**config.mk**
```make
export PLATFORM = sky130hd
export DESIGN_NAME = wb_load_merge_flat
export DESIGN_NICKNAME = d
export VERILOG_FILES = /design/src/rtl/wb_pkg.sv /design/src/rtl/wb_load_merge_if.sv /design/src/rtl/load_extract.sv /design/src/rtl/wb_load_merge.sv /design/src/flat_wrapper.sv
export SDC_FILE = /design/constraint.sdc
export NUM_CORES = 1
export LEC_CHECK = 0
export ABC_CLOCK_PERIOD_IN_PS = 4700
export BUFFER_PORTS_ARGS = -buffer_cell sky130_fd_sc_hd__buf_2
export CAP_MARGIN = 30
export CORE_UTILIZATION = 40
export DETAILED_ROUTE_END_ITERATION = 16
export GPL_TIMING_DRIVEN = 1
export SYNTH_ARGS = -nofsm -noshare
export SYNTH_HDL_FRONTEND = slang
export SYNTH_SLANG_ARGS = --single-unit
```
**constraint.sdc**
```tcl
create_clock -name clk -period 4.7 [get_ports clk]
set_clock_uncertainty 0.05 [all_clocks]
set_input_delay 0.47 -clock clk [delete_from_list [all_inputs] [get_ports clk]]
set_output_delay 0.47 -clock clk [all_outputs]
set_load 0.01 [all_outputs]
```
**src/rtl/wb_pkg.sv**
```systemverilog
// Shared types for the writeback load-merge unit: access sizes, FSM states
// and the per-access metadata carried across a split load.
package wb_pkg;

   typedef enum logic [1:0] {
      SZ_BYTE   = 2'd0,
      SZ_HALF   = 2'd1,
      SZ_WORD   = 2'd2,
      SZ_DOUBLE = 2'd3
   } size_e;

   typedef enum logic {
      ST_IDLE    = 1'b0,
      ST_WAIT_HI = 1'b1
   } state_e;

   // Offset is sized for the widest supported beat (64 bits -> 3 bits).
   localparam int META_OFF_W = 3;

   typedef struct packed {
      size_e                 size;
      logic                  is_signed;
      logic [META_OFF_W-1:0] offset;
   } meta_t;

endpackage

```
**src/rtl/wb_load_merge_if.sv**
```systemverilog
// Load beat in / formatted result out bundle between memory return and writeback.
interface wb_load_merge_if #(
   parameter int DATA_W = 32
) ();
   localparam int OFF_W = $clog2(DATA_W/8);

   logic              in_valid;
   logic [1:0]        in_size;
   logic              in_signed;
   logic [OFF_W-1:0]  in_offset;
   logic [DATA_W-1:0] in_data;
   logic              busy;
   logic              out_valid;
   logic [DATA_W-1:0] out_data;
   logic              out_err;

   modport master (
      output in_valid, in_size, in_signed, in_offset, in_data,
      input  busy, out_valid, out_data, out_err
   );

   modport slave (
      input  in_valid, in_size, in_signed, in_offset, in_data,
      output busy, out_valid, out_data, out_err
   );
endinterface

```
**src/rtl/load_extract.sv**
```systemverilog
// Combinational extract: shift a two-beat window down by the byte offset,
// keep the access bytes and sign- or zero-extend to the register width.
module load_extract
   import wb_pkg::*;
#(
   parameter int DATA_W = 32
) (
   input  logic [2*DATA_W-1:0] i_vec,
   input  meta_t               i_meta,
   output logic [DATA_W-1:0]   o_res
);
   logic [2*DATA_W-1:0] w_shift;
   logic                w_sign;
   int                  w_nbits;

   // NOTE: every always_comb output gets a default first so no path infers a latch.
   always_comb begin
      w_shift = i_vec >> {i_meta.offset, 3'b000};
      w_nbits = 8 << i_meta.size;
      o_res   = w_shift[DATA_W-1:0];
      unique case (i_meta.size)
         SZ_BYTE: w_sign = i_meta.is_signed & w_shift[7];
         SZ_HALF: w_sign = i_meta.is_signed & w_shift[15];
         default: w_sign = i_meta.is_signed & w_shift[31];
      endcase
      // Full-width accesses pass through untouched.
      if (w_nbits < DATA_W) begin
         for (int i = 0; i < DATA_W; i++) begin
            if (i >= w_nbits) o_res[i] = w_sign;
         end
      end
   end
endmodule

```
**src/rtl/wb_load_merge.sv**
```systemverilog
// Writeback load formatter: aligned loads finish in one beat, loads that
// cross the beat boundary buffer the low beat and merge it with the next.
module wb_load_merge
   import wb_pkg::*;
#(
   parameter int DATA_W      = 32,
   parameter bit SIGN_EXT_EN = 1'b1
) (
   input  logic              clk,
   input  logic              rst,
   input  logic              clk_en,
   input  logic              halt,
   input  logic              flush,
   wb_load_merge_if.slave    bus
);
   localparam int OFF_W = $clog2(DATA_W/8);
   localparam logic [4:0] NB = 5'(DATA_W/8);

   state_e              r_state;
   logic [DATA_W-1:0]   r_lo_buf;
   meta_t               r_meta_buf;
   logic                r_out_valid;
   logic                r_out_err;
   logic [DATA_W-1:0]   r_out_data;

   state_e              w_next;
   logic                w_nxt_valid;
   logic                w_nxt_err;
   logic [DATA_W-1:0]   w_nxt_data;
   logic                w_capture;
   logic [4:0]          w_bytes;
   logic [4:0]          w_end;
   logic                w_illegal;
   logic                w_split;
   meta_t               w_meta_in;
   meta_t               w_meta_sel;
   logic [2*DATA_W-1:0] w_vec;
   logic [DATA_W-1:0]   w_ext;

   assign w_bytes   = 5'd1 << bus.in_size;
   assign w_end     = 5'(bus.in_offset) + w_bytes;
   assign w_illegal = w_bytes > NB;
   assign w_split   = w_end > NB;

   assign w_meta_in.size      = size_e'(bus.in_size);
   assign w_meta_in.is_signed = bus.in_signed & SIGN_EXT_EN;
   assign w_meta_in.offset    = META_OFF_W'(bus.in_offset);

   // In WAIT_HI the incoming beat is always the high half of the buffered access.
   assign w_vec      = (r_state == ST_WAIT_HI) ? {bus.in_data, r_lo_buf}
                                               : {{DATA_W{1'b0}}, bus.in_data};
   assign w_meta_sel = (r_state == ST_WAIT_HI) ? r_meta_buf : w_meta_in;

   load_extract #(.DATA_W(DATA_W)) u_extract (
      .i_vec  (w_vec),
      .i_meta (w_meta_sel),
      .o_res  (w_ext)
   );

   always_comb begin
      w_next      = r_state;
      w_nxt_valid = 1'b0;
      w_nxt_err   = 1'b0;
      w_nxt_data  = r_out_data;
      w_capture   = 1'b0;
      unique case (r_state)
         ST_IDLE: begin
            if (bus.in_valid) begin
               if (w_illegal) begin
                  w_nxt_valid = 1'b1;
                  w_nxt_err   = 1'b1;
                  w_nxt_data  = '0;
               end else if (!w_split) begin
                  w_nxt_valid = 1'b1;
                  w_nxt_data  = w_ext;
               end else begin
                  w_capture = 1'b1;
                  w_next    = ST_WAIT_HI;
               end
            end
         end
         ST_WAIT_HI: begin
            if (bus.in_valid) begin
               w_nxt_valid = 1'b1;
               w_nxt_data  = w_ext;
               w_next      = ST_IDLE;
            end
         end
         default: w_next = ST_IDLE;
      endcase
   end

   // NOTE: state registers use non-blocking assignments so every flop samples pre-edge values.
   always_ff @(posedge clk) begin
      if (rst) begin
         r_state     <= ST_IDLE;
         r_lo_buf    <= '0;
         r_meta_buf  <= '0;
         r_out_valid <= 1'b0;
         r_out_err   <= 1'b0;
         r_out_data  <= '0;
      end else if (flush) begin
         r_state     <= ST_IDLE;
         r_out_valid <= 1'b0;
         r_out_err   <= 1'b0;
      end else if (clk_en && !halt) begin
         r_state     <= w_next;
         r_out_valid <= w_nxt_valid;
         r_out_err   <= w_nxt_err;
         r_out_data  <= w_nxt_data;
         if (w_capture) begin
            r_lo_buf   <= bus.in_data;
            r_meta_buf <= w_meta_in;
         end
      end
   end

   assign bus.busy      = (r_state == ST_WAIT_HI);
   assign bus.out_valid = r_out_valid;
   assign bus.out_err   = r_out_err;
   assign bus.out_data  = r_out_data;
endmodule
```
**src/flat_wrapper.sv**
```systemverilog
// flat-port wrapper written by rule: the top's interface ports become plain ports
module wb_load_merge_flat import wb_pkg::*;
#(
   parameter int DATA_W      = 32,
   parameter bit SIGN_EXT_EN = 1'b1
)
  (clk, rst, clk_en, halt, flush, bus_in_valid, bus_in_size, bus_in_signed, bus_in_offset, bus_in_data, bus_busy, bus_out_valid, bus_out_data, bus_out_err);
  wb_load_merge_if #(.DATA_W(DATA_W)) bus_i ();
  input  logic clk;
  input  logic rst;
  input  logic clk_en;
  input  logic halt;
  input  logic flush;
  input wire logic [$bits(bus_i.in_valid)-1:0] bus_in_valid;
  input wire logic [$bits(bus_i.in_size)-1:0] bus_in_size;
  input wire logic [$bits(bus_i.in_signed)-1:0] bus_in_signed;
  input wire logic [$bits(bus_i.in_offset)-1:0] bus_in_offset;
  input wire logic [$bits(bus_i.in_data)-1:0] bus_in_data;
  output wire logic [$bits(bus_i.busy)-1:0] bus_busy;
  output wire logic [$bits(bus_i.out_valid)-1:0] bus_out_valid;
  output wire logic [$bits(bus_i.out_data)-1:0] bus_out_data;
  output wire logic [$bits(bus_i.out_err)-1:0] bus_out_err;
  assign bus_i.in_valid = bus_in_valid;
  assign bus_i.in_size = bus_in_size;
  assign bus_i.in_signed = bus_in_signed;
  assign bus_i.in_offset = bus_in_offset;
  assign bus_i.in_data = bus_in_data;
  assign bus_busy = bus_i.busy;
  assign bus_out_valid = bus_i.out_valid;
  assign bus_out_data = bus_i.out_data;
  assign bus_out_err = bus_i.out_err;
  wb_load_merge #(.DATA_W(DATA_W), .SIGN_EXT_EN(SIGN_EXT_EN)) u_core (.clk(clk), .rst(rst), .clk_en(clk_en), .halt(halt), .flush(flush), .bus(bus_i));
endmodule
```
==> flow_results.org <==
** Clock tree
- Sink Count :: 72
- Buffers added to address setup during post-CTS repair amount to 0.
- CTS buffer count :: 9
- CTS Hold Bufs :: 0
- Clock tree synthesis selected as its root buffer the cell clkbuf_8.
- Resize count post-CTS :: 0
- The H-tree generated during clock tree synthesis spans 3 levels.
- Clock tree from TritonCTS :: built
- In this run the deepest clock path goes through 2 buffers.
- Worst-Skew Late Latency :: 0.35 ns
- After clock tree synthesis, the clock-pin slew on the worst setup and hold paths is 0.09 ns.

** Global routing
- Vias in the first global route :: 3,489
- Across every metal layer, demand over resource in global routing totals 0.211.
- Entering global routing, the biggest net connects 47 pins.
- Number of antenna violations at the first check in global routing :: 0
- Global routing finished with a remaining overflow of 0.
- Global-route wire length before repair :: 18,600 microns

** Worst setup path
- STA puts the critical path data arrival time at 3.20 ns.
- The worst register-to-register path begins at u_core.bus.busy.
- Buffers & Inverters on Critical Path :: 1
- STA classifies the critical path endpoint as a flop.
- Worst path cell trace :: buf_4 > mux2i_2 > mux2_2 > mux2i_1 > a21o_1 > a32o_1
- Among cell families on the critical path, the largest total delay comes from multiplexers.
- The setup check on the worst reg-to-reg path leaves a slack of 1.75 ns.
- Startpoint class of the critical path :: flop
- In this run the worst path has a maximum fanout of 35.
- Depth of the worst register-to-register path :: 6
- Crit-path max cell delay :: 0.86 ns
- Data required time at the worst endpoint :: 4.95 ns
- The worst register-to-register path ends at u_core.bus.out_data[13].
- CP max-delay cell :: dfxtp_2
- The setup path with the least slack is of type reg2reg.

** Detailed routing
- Routed wire length per instance :: 17.7 microns
- Post-route DRC :: 0
- Number of vias in the routed layout :: 3,617
- DRC marker count from the first detailed-route iteration :: 213
- Total iterations of the first detailed-routing run :: 4
- Wires add up to 11,500 microns.
- After detailed routing, the number of vias per cell comes to 5.58.
- Detail Route Antenna Nets :: 0

** Synthesis
- Flops & latches, synth :: 72
- In this run the mean area of a mapped cell was 9.65 sq um.
- Share of flip-flops with an asynchronous set or reset :: 0
- Seq/Total Area, Yosys :: 0.332
- Number of flops mapped to enable cells by yosys :: 0
- Total nets after synthesis :: 496
- Leading register cell type out of synthesis :: dfxtp_1
- Yosys Warn Count :: 0
- Synthesized instance count :: 450
- Summing every instance area after synthesis gives 4340 sq um.
- The number of different library cells used by synthesis comes to 47.

** STA
- Final worst path period share :: 0.627
- Hold Slack :: 0.326 ns
- Total Neg Setup Slack :: 0 ns
- Final setup violation count :: 0
- Tightest Pin Transition :: 0.826 ns
- Upper clock frequency limit :: 339 MHz
- The number of hold violations in the final report was 0.
- Max-Slew Margin vs Limit :: 0.449
- The clock period could shrink to 2.95 ns.
- The max-slew violation count is 0.
- Setup repair after global routing left no endpoint under its margin.

** Die
- Placeable Area :: 10,400 sq um
- Horiz. Die Dim :: 106 microns
- The die is 106 microns tall.
- For this configuration, the core starts out at a cell density of 0.417.
- During I/O placement, the number of pins put on the boundary was 78.
- Number of rows created at floorplan :: 37
- Area of the die :: 11,300 sq um

** Cells and area
- Post-layout nets :: 553
- In the final layout, the share of cells above drive strength 1 is 0.260.
- Relative to the synthesized area, the layout overhead comes to 15.0%.
- Utilization after layout :: 0.479
- The finished layout holds 648 standard cells, fillers aside.
- Total non-filler cell area in the finished layout :: 4990 sq um
- Leaving out fill and tap cells, the most frequent cell in the layout is mux2i_1.
- Most frequent cells in the layout :: 96 x mux2i_1, 77 x buf_2, 70 x dfxtp_1
- Fill cells :: 1,024
- N_diodes :: 0

** Placement
- Number of instances in the placed design :: 632
- After detailed placement, the total cell area comes to 4750 sq um.
- Half-perimeter wire length of the detailed placement result :: 8100 microns
- Final GP Congestion :: 0.797
- Number of buffers added on ports :: 77

** Hold path
- Worst Hold Path Cells :: 3
- The tightest min-delay check is of the in2reg type.
- Origin of the worst min-delay path :: bus_in_signed
- Endpoint of the worst hold-timing path :: u_core.r_meta_buf[3]

** Pwr
- Dividing total power by cell area gives a power density of 289 nW/um^2.
- Worst VDD drop :: 0.144 mV
- Summed over all cells, the static leakage comes to 2.10 nW.

** Status
- The run finished with clean final reports.

** Job
- Count of maximum capacitance violations :: 0
==> worst min-delay path, stage by stage <==
cell,delay [ns]
buf_2,0.09
mux2i_1,0.06
nor2_1,0.08
==> flip-flops by register name, summed over array words and instances (netlist names) <==
signal	count
u_core.bus.out_valid	1
u_core.r_lo_buf	32
u_core.bus.busy	1
u_core.bus.out_err	1
u_core.bus.out_data	32
u_core.r_meta_buf	5
==> how the worst max path moves through the flow <==
stage	from	end	slack (ns)	depth (start not counted)
finish	u_core.bus.busy	u_core.bus.out_data[13]	1.75	6
global route	u_core.bus.busy	u_core.bus.out_data[12]	1.57	6
CTS	u_core.bus.busy	u_core.bus.out_data[13]	1.77	6
detailed placement	bus_in_size[1]	u_core.r_lo_buf[31]	1.47	11
global placement	bus_in_size[1]	u_core.r_lo_buf[21]	1.48	11
floorplan	bus_in_size[1]	u_core.bus.out_data[10]	2.07	11
==> per-stage QoR <==
step           setup slack (ns)  power [W]
4_1_cts                    1.77    0.00145
3_3_place_gp               1.48   0.000832
3_5_place_dp               1.47   0.000838
6_report                   1.75    0.00144
2_1_floorplan              2.07   0.000769
5_1_grt                    1.57    0.00149
==> report_power, final <==
group	internal, W	leakage, nW	switching [W]
sequential	0.000617	0.582	0.00000671
combinational	0.0000813	1.39	0.000121
clock	0.000368	0.124	0.000249
==> area by class of cell <==
| type | instances | area [sq um] | share of cell area |
|---|---|---|---|
| repair buffers | 85 | 465 | 0.0932 |
| clock buffers | 11 | 141 | 0.0283 |
| clock inverters | 5 | 104 | 0.0208 |
| multi-input cells | 335 | 2650 | 0.531 |
| inverters | 4 | 15.0 | 0.00301 |
| well taps | 136 | 170 | 0.0341 |
| flip-flops and latches | 72 | 1440 | 0.289 |
==> Yosys cell counts, drive strengths merged, types with 4 or more instances <==
cell type,number,area share
o21ai,9,0.011
o211ai,20,0.035
dfxtp,72,0.33
mux2,20,0.054
a22oi,6,0.010
nand2b,4,0.0063
mux2i,98,0.23
inv,4,0.0035
and2,7,0.010
a211oi,15,0.026
a21oi,16,0.020
a32o,24,0.055
nand2,25,0.022
o221ai,8,0.016
nor2b,11,0.016
nor3b,5,0.0086
buf,24,0.042
nor2,47,0.042
clkbuf,15,0.013
==> logic make-up after synthesis <==
group	count (synthesis)	share of synthesized area
compound gates	106	0.198
simple gates	108	0.120
fa+ha+maj	3	0.0104
mux	118	0.281
buf+inv	43	0.0585
flops	72	0.332
==> layer usage <==
| metal | vias to the layer above | track usage | wire length (microns) |
|---|---|---|---|
| met5 | - | 0 | 0 |
| li1 | 1796 | - | - |
| met4 | 0 | 0.0546 | 112 |
| met2 | 90 | 0.324 | 4990 |
| met1 | 1720 | 0.299 | 5880 |
| met3 | 11 | 0.0429 | 499 |
Note: power is estimated with default switching activity, not from simulation.
